File: src/rtl/double_pulse_monitor_pkg.sv
// Shared types and constants for the double-pulse gate-drive feedback checker.
package double_pulse_pkg;

    typedef enum logic [2:0] {
        S_IDLE,
        S_P1_HIGH,
        S_GAP_LOW,
        S_P2_HIGH,
        S_QUIET
    } state_e;

    localparam int T_HIGH_CYC = 800;
    localparam int T_GAP_CYC  = 520;

    localparam int ERR_W       = 5;
    localparam int ERR_W1      = 0;
    localparam int ERR_GAP     = 1;
    localparam int ERR_W2      = 2;
    localparam int ERR_TIMEOUT = 3;
    localparam int ERR_EXTRA   = 4;

endpackage

File: src/rtl/double_pulse_monitor_pulse_sync_edge.sv
// 2-FF synchroniser for an asynchronous level, followed by registered rise/fall strobes.
module pulse_sync_edge (
    input  logic clk,
    input  logic rst,
    input  logic i_async,
    output logic o_rise,
    output logic o_fall
);

    logic       r_s1;
    logic       r_s2;
    logic       r_s3;
    logic [2:0] r_vld;
    logic       r_rise;
    logic       r_fall;

    // Strobes stay quiet until the pipeline holds real samples, so a line
    // already high when reset releases is not seen as a rise.
    always_ff @(posedge clk or posedge rst) begin
        if (rst) begin
            r_s1   <= 1'b0;
            r_s2   <= 1'b0;
            r_s3   <= 1'b0;
            r_vld  <= '0;
            r_rise <= 1'b0;
            r_fall <= 1'b0;
        end else begin
            r_s1   <= i_async;
            r_s2   <= r_s1;
            r_s3   <= r_s2;
            r_vld  <= {r_vld[1:0], 1'b1};
            r_rise <= r_vld[2] &  r_s2 & ~r_s3;
            r_fall <= r_vld[2] & ~r_s2 &  r_s3;
        end
    end

    assign o_rise = r_rise;
    assign o_fall = r_fall;

endmodule

File: src/rtl/double_pulse_monitor.sv
// Measures high width, low gap and second high width of a returned double pulse
// and reports widths, tolerance errors and pass once per burst.
module double_pulse_monitor #(
    parameter int CNT_W       = 16,
    parameter int T_HIGH_CYC  = double_pulse_pkg::T_HIGH_CYC,
    parameter int T_GAP_CYC   = double_pulse_pkg::T_GAP_CYC,
    parameter int TOL_CYC     = 8,
    parameter int QUIET_CYC   = 2000,
    parameter int TIMEOUT_CYC = 4000
) (
    input  logic             clk,
    input  logic             rst,
    input  logic             pulse_in,
    output logic             busy,
    output logic             done,
    output logic             pass,
    output logic [CNT_W-1:0] w1,
    output logic [CNT_W-1:0] gap,
    output logic [CNT_W-1:0] w2,
    output logic [4:0]       err_flags
);

    import double_pulse_pkg::*;

    localparam logic signed [CNT_W:0] NOM_HIGH_S = (CNT_W+1)'(T_HIGH_CYC);
    localparam logic signed [CNT_W:0] NOM_GAP_S  = (CNT_W+1)'(T_GAP_CYC);
    localparam logic signed [CNT_W:0] TOL_S      = (CNT_W+1)'(TOL_CYC);
    localparam logic [CNT_W-1:0]      QUIET_LIM  = CNT_W'(QUIET_CYC);
    localparam logic [CNT_W-1:0]      TMO_LIM    = CNT_W'(TIMEOUT_CYC);

    logic             w_rise;
    logic             w_fall;
    state_e           r_state;
    state_e           w_state_nxt;
    logic [CNT_W-1:0] r_cnt;
    logic [CNT_W-1:0] r_w1m;
    logic [CNT_W-1:0] r_gapm;
    logic [CNT_W-1:0] r_w2m;
    logic             w_start;
    logic             w_lat_w1;
    logic             w_lat_gap;
    logic             w_lat_w2;
    logic             w_done_nxt;
    logic             w_timeout;
    logic             w_extra;
    logic [ERR_W-1:0] w_err;
    logic             r_done;
    logic             r_pass;
    logic [CNT_W-1:0] r_w1;
    logic [CNT_W-1:0] r_gap;
    logic [CNT_W-1:0] r_w2;
    logic [ERR_W-1:0] r_err;

    function automatic logic f_out_of_tol(input logic [CNT_W-1:0] meas,
                                          input logic signed [CNT_W:0] nom);
        logic signed [CNT_W:0] d;
        d = $signed({1'b0, meas}) - nom;
        return (d > TOL_S) || (d < -TOL_S);
    endfunction

    pulse_sync_edge u_sync (
        .clk     (clk),
        .rst     (rst),
        .i_async (pulse_in),
        .o_rise  (w_rise),
        .o_fall  (w_fall)
    );

    always_ff @(posedge clk or posedge rst) begin
        if (rst) r_state <= S_IDLE;
        else     r_state <= w_state_nxt;
    end

    always_comb begin
        w_state_nxt = r_state;
        w_start     = 1'b0;
        w_lat_w1    = 1'b0;
        w_lat_gap   = 1'b0;
        w_lat_w2    = 1'b0;
        w_done_nxt  = 1'b0;
        w_timeout   = 1'b0;
        w_extra     = 1'b0;
        case (r_state)
            S_IDLE: begin
                if (w_rise && !r_done) begin
                    w_start     = 1'b1;
                    w_state_nxt = S_P1_HIGH;
                end
            end
            S_P1_HIGH: begin
                if (w_fall) begin
                    w_lat_w1    = 1'b1;
                    w_state_nxt = S_GAP_LOW;
                end else if (r_cnt >= TMO_LIM) begin
                    w_timeout   = 1'b1;
                    w_done_nxt  = 1'b1;
                    w_state_nxt = S_IDLE;
                end
            end
            S_GAP_LOW: begin
                if (w_rise) begin
                    w_lat_gap   = 1'b1;
                    w_state_nxt = S_P2_HIGH;
                end else if (r_cnt >= TMO_LIM) begin
                    w_timeout   = 1'b1;
                    w_done_nxt  = 1'b1;
                    w_state_nxt = S_IDLE;
                end
            end
            S_P2_HIGH: begin
                if (w_fall) begin
                    w_lat_w2    = 1'b1;
                    w_state_nxt = S_QUIET;
                end else if (r_cnt >= TMO_LIM) begin
                    w_timeout   = 1'b1;
                    w_done_nxt  = 1'b1;
                    w_state_nxt = S_IDLE;
                end
            end
            S_QUIET: begin
                if (w_rise) begin
                    w_extra     = 1'b1;
                    w_done_nxt  = 1'b1;
                    w_state_nxt = S_IDLE;
                end else if (r_cnt >= QUIET_LIM) begin
                    w_done_nxt  = 1'b1;
                    w_state_nxt = S_IDLE;
                end
            end
            default: w_state_nxt = S_IDLE;
        endcase
    end

    // Every edge restarts the interval count at 1; outside a burst it rests at 0.
    always_ff @(posedge clk or posedge rst) begin
        if (rst)                       r_cnt <= '0;
        else if (w_rise || w_fall)     r_cnt <= CNT_W'(1);
        else if (r_state == S_IDLE)    r_cnt <= '0;
        else if (r_cnt != '1)          r_cnt <= r_cnt + 1'b1;
    end

    always_ff @(posedge clk or posedge rst) begin
        if (rst) begin
            r_w1m  <= '0;
            r_gapm <= '0;
            r_w2m  <= '0;
        end else if (w_start) begin
            r_w1m  <= '0;
            r_gapm <= '0;
            r_w2m  <= '0;
        end else begin
            if (w_lat_w1)  r_w1m  <= r_cnt;
            if (w_lat_gap) r_gapm <= r_cnt;
            if (w_lat_w2)  r_w2m  <= r_cnt;
        end
    end

    always_comb begin
        w_err              = '0;
        w_err[ERR_W1]      = f_out_of_tol(r_w1m,  NOM_HIGH_S);
        w_err[ERR_GAP]     = f_out_of_tol(r_gapm, NOM_GAP_S);
        w_err[ERR_W2]      = f_out_of_tol(r_w2m,  NOM_HIGH_S);
        w_err[ERR_TIMEOUT] = w_timeout;
        w_err[ERR_EXTRA]   = w_extra;
    end

    always_ff @(posedge clk or posedge rst) begin
        if (rst) begin
            r_done <= 1'b0;
            r_pass <= 1'b0;
            r_w1   <= '0;
            r_gap  <= '0;
            r_w2   <= '0;
            r_err  <= '0;
        end else begin
            r_done <= w_done_nxt;
            if (w_done_nxt) begin
                r_w1   <= r_w1m;
                r_gap  <= r_gapm;
                r_w2   <= r_w2m;
                r_err  <= w_err;
                r_pass <= (w_err == '0);
            end
        end
    end

    assign busy      = (r_state != S_IDLE);
    assign done      = r_done;
    assign pass      = r_pass;
    assign w1        = r_w1;
    assign gap       = r_gap;
    assign w2        = r_w2;
    assign err_flags = r_err;

endmodule
File: config.mk
export PLATFORM = sky130hd
export DESIGN_NAME = double_pulse_monitor
export DESIGN_NICKNAME = d
export VERILOG_FILES = /design/src/rtl/double_pulse_monitor_pkg.sv /design/src/rtl/double_pulse_monitor_pulse_sync_edge.sv /design/src/rtl/double_pulse_monitor.sv
export SDC_FILE = /design/constraint.sdc
export NUM_CORES = 1
export LEC_CHECK = 0
export CAP_MARGIN = 10
export CORE_ASPECT_RATIO = 0.8
export CORE_MARGIN = 2
export CORE_UTILIZATION = 30
export CTS_CLUSTER_DIAMETER = 120
export DETAILED_ROUTE_END_ITERATION = 7
export SLEW_MARGIN = 20
export SYNTH_ARGS = -nofsm -noshare
export SYNTH_HDL_FRONTEND = slang
export SYNTH_SLANG_ARGS = --single-unit
export TNS_END_PERCENT = 10
File: constraint.sdc
create_clock -name clk -period 5.5 [get_ports clk]
set_clock_uncertainty 0.1 [all_clocks]
set_input_delay 1.65 -clock clk [delete_from_list [all_inputs] [get_ports clk]]
set_output_delay 1.65 -clock clk [all_outputs]
set_load 0.05 [all_outputs]
==> impl_metrics.env, run 1 <==
export IMPL_setup_worst_path_start_class="flop"
export IMPL_diodes=0
export IMPL_synth_area_leaders="dfrtp_1 (51%), mux2_4 (8.5%), nand2_1 (7.9%)"
export IMPL_cts_root_buf="clkbuf_16"
export IMPL_via_per_inst=4.71
export IMPL_setup_viol=0
export IMPL_antenna_left=0
export IMPL_worstPathMaxFanout=9
export IMPL_grt_max_degree=84
export IMPL_slew_headroom=0.354
export IMPL_arrival_ns=1.98
export IMPL_finalCritPeriodShare=0.678
export IMPL_min_delay_start="u_sync.r_s1$_DFF_PP0_"
export IMPL_nets=687
export IMPL_grt_pass1_vias=4334
export IMPL_power_total_w=0.00248
export IMPL_fill_cells=2062
export IMPL_fin_setup_tns_ns=0
export IMPL_tritoncts="yes"
export IMPL_instances_no_fill=954
export IMPL_die_h_um=134
export IMPL_postCtsHoldBufs=0
export IMPL_rows=47
export IMPL_path_clk_slew_ns=0.05
export IMPL_die_x_um=166
export IMPL_hold_class="flop to flop"
export IMPL_cp_required_ns=3.75
export IMPL_clkSinkCount=130
export IMPL_p_leak_nw=3.39
export IMPL_overflow=0
export IMPL_cts_resized=0
export IMPL_synth_top_cell_area_share=0.514
export IMPL_place_inst=922
export IMPL_final_util=0.371
export IMPL_netSwitchingPower_w=0.000651
export IMPL_seqCellArea_um2=3250
export IMPL_synthFlopType="dfrtp_1"
export IMPL_coreArea_um2=20700
export IMPL_max_clock_path_buffers=2
export IMPL_avgRoutedWirePerCell_um=15.2
export IMPL_drt_drc_violations_left=0
export IMPL_switching_share=0.263
export IMPL_min_to="u_sync.r_s2$_DFF_PP0_"
export IMPL_initial_core_util=0.306
export IMPL_cts_buffers=17
export IMPL_cap_violations=0
export IMPL_ctsHtreeMaxLevel=4
export IMPL_final_cell_mix="nand2_1 (133), dfrtp_1 (130), clkdlybuf4s50_1 (58)"
export IMPL_drt_iter0_markers=326
export IMPL_worstHoldPathCells=0
export IMPL_groute_usage_overall=0.137
export IMPL_yosysSeqAreaShare=0.514
export IMPL_critPathKind="flop to output port"
export IMPL_synth_cells=633
export IMPL_post_cts_setup_buffers=0
export IMPL_intPower_w=0.00183
export IMPL_drive_above_1_share=0.126
export IMPL_vias=4497
export IMPL_reg2regPathDepth=6
export IMPL_worst_r2r_setup_slack_ns=2.71
export IMPL_clockPowerShare=0.475
export IMPL_r2r_start="r_cnt[13]$_DFFE_PP0P_"
export IMPL_area_delta_synth_final_pct=21.5
export IMPL_slew_viol_final=0
export IMPL_combPwrFrac=0.096
export IMPL_multi_input_area_um2=2790
export IMPL_post_synth_top_area_cell="dfrtp_1"
export IMPL_synthesis_nets=648
export IMPL_clock_latency_ns=0.42
export IMPL_final_common_cell="nand2_1"
export IMPL_r2r_end="err_flags[0]$_DFFE_PP0P_"
export IMPL_dp_hpwl_mm=9.70
export IMPL_yosys_register_bits=130
export IMPL_portBuffers=58
export IMPL_ys_warn_count=0
export IMPL_fmax_ghz=0.268
export IMPL_dieArea_um2=22300
export IMPL_async_flop_share=1.00
export IMPL_seqPwrFrac=0.429
export IMPL_routed_wl_mm=14.5
export IMPL_outcome="completed"
export IMPL_irDropWorstVdd_mv=0.224
export IMPL_min_period_ns=3.73
export IMPL_antenna_found_initial=0
export IMPL_drt_first_pass_iters=4
export IMPL_synth_cell_types=59
export IMPL_avgSynthCellArea_um2=10.0
export IMPL_power_density_nw_per_um2=322
export IMPL_hold_viol=0
export IMPL_synth_edff_count=0
export IMPL_worstSetupEndpointType="output port"
export IMPL_grt_first_pass_wirelength_mm=24.1
export IMPL_netlist_area_um2=6330
export IMPL_tightest_slew_ns=0.969
export IMPL_gp_congestion=0.825
export IMPL_rsz0062_at_grt="no"
export IMPL_num_io_pins=59
==> area by class of cell <==
class | count | share of cell area
tap | 269 | 0.0438
timing repair buffer | 61 | 0.0801
clock inverter | 12 | 0.0203
sequential | 130 | 0.423
multi-input combinational | 444 | 0.363
clock buffer | 20 | 0.0607
inverter | 18 | 0.00944
==> flip-flops by register name, summed over array words and instances, names as in the netlist, 3 cells and up <==
signal / count
gap: 16
r_cnt: 16
r_gapm: 16
r_w1m: 16
r_w2m: 16
w1: 16
w2: 16
err_flags: 5
r_state: 3
u_sync.r_vld: 3
==> worst max-delay path, stage by stage (launching register included) <==
cell	delay, ns
dfrtp_1	0.45
nor3_1	0.29
inv_1	0.10
clkdlybuf4s50_1	0.72
==> worst max-delay path by stage <==
stage                                       from                     to  slack, ns
after floorplan                              rst         done$_DFF_PP0_       0.28
after global placement    r_state[0]$_DFFE_PP0P_                   busy       2.20
after detailed placement                     rst  r_w2m[12]$_DFFE_PP0P_       2.21
after CTS                 r_state[1]$_DFFE_PP0P_                   busy       1.75
after global routing      r_state[0]$_DFFE_PP0P_                   busy       1.62
final                     r_state[1]$_DFFE_PP0P_                   busy       1.77
==> synth_stat cells, types with 6 or more instances <==
cell,number
mux2_4,36
a21oi_1,57
o21ai_0,26
xor2_1,13
buf_6,7
xnor2_1,10
dfrtp_1,130
a31oi_1,6
nand3_1,18
nor2_1,38
ha_1,12
nand2_1,133
nor3_1,12
nor4_1,8
clkbuf_1,25
inv_1,17
==> metrics by stage <==
step	area [um^2]	worst slack, ns	hold WS (ns)
floorplan	6330	0.281	0.231
global placement	7060	2.20	0.232
detailed placement	7060	2.21	0.236
CTS	7680	1.75	0.248
global route	7690	1.62	0.252
finish	7690	1.77	0.246
==> cells by family (layout without fill, tap and decap cells) <==
group           after synthesis  after routing  share of synthesized area
mux                          41             41                     0.0941
xor+xnor                     23             23                     0.0318
other cells                   1              1                   0.000592
simple gates                254            254                      0.188
fa+ha+maj                    12             12                     0.0237
buf+inv                      59            111                     0.0464
compound gates              113            113                      0.101
flops                       130            130                      0.514
==> power by group through the flow <==
stage | combinational [W] | clock, W | sequential (W)
2_1_floorplan | 0.000169 | 0 | 0.00108
3_3_place_gp | 0.000238 | 0 | 0.00108
3_5_place_dp | 0.000239 | 0 | 0.00108
4_1_cts | 0.000241 | 0.00120 | 0.00106
5_1_grt | 0.000268 | 0.00125 | 0.00107
6_report | 0.000237 | 0.00118 | 0.00106
==> per-layer routing <==
| metal | vias up | global-route usage | wire (um) |
|---|---|---|---|
| li1 | 2233 | - | - |
| met1 | 2176 | 0.192 | 7370 |
| met2 | 78 | 0.206 | 6380 |
| met3 | 10 | 0.0404 | 658 |
| met4 | 0 | 0.0388 | 120 |
| met5 | - | 0 | 0 |
Power figures use the tool's default switching activity.
==> run 2: changes to the inputs <==
==> constraint.sdc (replaced) <==
create_clock -name clk -period 3.39 [get_ports clk]
set_clock_uncertainty 0.1 [all_clocks]
set_input_delay 1.017 -clock clk [delete_from_list [all_inputs] [get_ports clk]]
set_output_delay 1.017 -clock clk [all_outputs]
set_load 0.05 [all_outputs]
==> impl_metrics.env, run 2 (synthesis gave the netlist of run 1 again) <==
export IMPL_outcome="completed"
export IMPL_fmax_ghz=0.317
export IMPL_rsz0062_at_grt="no"
export IMPL_slew_viol_final=0
export IMPL_cp_required_ns=2.27
export IMPL_routed_wl_mm=14.8
export IMPL_gp_congestion=0.841
export IMPL_drive_above_1_share=0.129
export IMPL_arrival_ns=2.03
export IMPL_path_clk_slew_ns=0.06
export IMPL_crit_start="r_state[1]$_DFFE_PP0P_"
export IMPL_clkSinkCount=130
export IMPL_cts_buffers=17
export IMPL_vias=4589
export IMPL_initial_core_util=0.306
export IMPL_grt_max_degree=67
export IMPL_reg2regPathDepth=8
export IMPL_cts_resized=0
export IMPL_power_total_w=0.00409
export IMPL_worstSetupEndpointType="output port"
export IMPL_ctsHtreeMaxLevel=4
export IMPL_nets=691
export IMPL_r2r_end="err_flags[0]$_DFFE_PP0P_"
export IMPL_p_leak_nw=3.43
export IMPL_drt_drc_violations_left=0
export IMPL_setup_worst_path_start_class="flop"
export IMPL_clock_latency_ns=0.43
export IMPL_die_x_um=166
export IMPL_max_clock_path_buffers=2
export IMPL_grtUsageMet2=0.207
export IMPL_num_io_pins=59
export IMPL_final_common_cell="nand2_1"
export IMPL_hold_class="flop to flop"
export IMPL_overflow=0
export IMPL_finalCritPeriodShare=0.929
export IMPL_rows=47
export IMPL_tritoncts="yes"
export IMPL_area_delta_synth_final_pct=22.7
export IMPL_via_per_inst=4.79
export IMPL_grt_util_met3=0.0407
export IMPL_dp_hpwl_mm=10.1
export IMPL_die_h_um=134
export IMPL_critPathKind="flop to output port"
export IMPL_antenna_left=0
export IMPL_grt_first_pass_wirelength_mm=25.0
export IMPL_drt_iter0_markers=333
export IMPL_endpoint="busy"
export IMPL_worst_r2r_setup_slack_ns=0.74
export IMPL_irDropWorstVdd_mv=0.381
export IMPL_cts_root_buf="clkbuf_16"
export IMPL_min_period_ns=3.15
export IMPL_use_met1=0.204
export IMPL_r2r_start="r_w1m[5]$_DFFE_PP0P_"
export IMPL_top_usage_layer="met2"
export IMPL_postCtsHoldBufs=0
export IMPL_setup_viol=0
export IMPL_post_cts_setup_buffers=0
export IMPL_cap_violations=0
export IMPL_drt_first_pass_iters=5
export IMPL_hold_viol=0
export IMPL_fin_setup_tns_ns=0
export IMPL_groute_usage_overall=0.142
export IMPL_antenna_found_initial=0
export IMPL_slew_headroom=0.488
export IMPL_diodes=0
export IMPL_coreArea_um2=20700
export IMPL_final_cell_mix="nand2_1 (133), dfrtp_1 (130), clkdlybuf4s50_1 (58)"
export IMPL_dieArea_um2=22300
export IMPL_worstPathMaxFanout=9
export IMPL_tightest_slew_ns=0.768
export IMPL_power_density_nw_per_um2=526
export IMPL_avgRoutedWirePerCell_um=15.5
export IMPL_portBuffers=58
export IMPL_timing_hold_ws_ns=0.245
export IMPL_grt_pass1_vias=4548
run 2: worst min-delay path by stage:
stage / startpoint / slack [ns] / endpoint / cells after the start
2_1_floorplan: u_sync.r_s1$_DFF_PP0_ / 0.23 / u_sync.r_s2$_DFF_PP0_ / 0
3_3_place_gp: u_sync.r_vld[0]$_DFF_PP0_ / 0.23 / u_sync.r_vld[1]$_DFF_PP0_ / 0
3_5_place_dp: u_sync.r_vld[0]$_DFF_PP0_ / 0.23 / u_sync.r_vld[1]$_DFF_PP0_ / 0
4_1_cts: u_sync.r_vld[0]$_DFF_PP0_ / 0.25 / u_sync.r_vld[1]$_DFF_PP0_ / 0
5_1_grt: u_sync.r_s1$_DFF_PP0_ / 0.25 / u_sync.r_s2$_DFF_PP0_ / 0
6_report: u_sync.r_s1$_DFF_PP0_ / 0.25 / u_sync.r_s2$_DFF_PP0_ / 0
run 2: power by group:
group          switching (W)  internal [W]  leakage (nW)
clock network       0.000698       0.00127         0.307
registers          0.0000982       0.00163          1.79
logic               0.000267      0.000131          1.34
total                0.00106       0.00303          3.43
run 2: worst max-delay path: stages (launching register included):
cell and delay [ns]:
dfrtp_1 0.44, nor3_1 0.34, inv_1 0.10, clkdlybuf4s50_1 0.73
run 2: through the flow:
stage	instance area (um^2)	worst slack, ns	util	instances
final	7770	0.240	0.375	958
after global routing	7770	0.118	0.375	958
after CTS	7770	0.225	0.375	958
after detailed placement	7130	0.687	0.344	926
after global placement	7130	0.729	0.344	926
after floorplan	6330	0.664	-	633
run 2: routing by layer:
metal	up-vias	share of wire	routed length, um
li1	2247	-	-
met1	2217	0.50	7420
met2	103	0.44	6530
met3	22	0.046	686
met4	0	0.013	192
met5	-	0	0
run 2: area by class of cell:
cell class	count	area (um^2)
clock inverters	13	183
well taps	269	337
repair buffers	65	683
multi-input cells	444	2790
fillers	2077	12900
inverters	18	71.3
clock buffers	19	453
flip-flops and latches	130	3250
==> run 3: changes to the inputs <==
--- a/config.mk
+++ b/config.mk
@@ -11,7 +11,6 @@
 export CORE_UTILIZATION = 30
 export CTS_CLUSTER_DIAMETER = 120
 export DETAILED_ROUTE_END_ITERATION = 7
-export SLEW_MARGIN = 20
 export SYNTH_ARGS = -nofsm -noshare
 export SYNTH_HDL_FRONTEND = slang
 export SYNTH_SLANG_ARGS = --single-unit
==> results of run 3 <==
The final DEF is identical to that of run 2; final timing and power are the same.
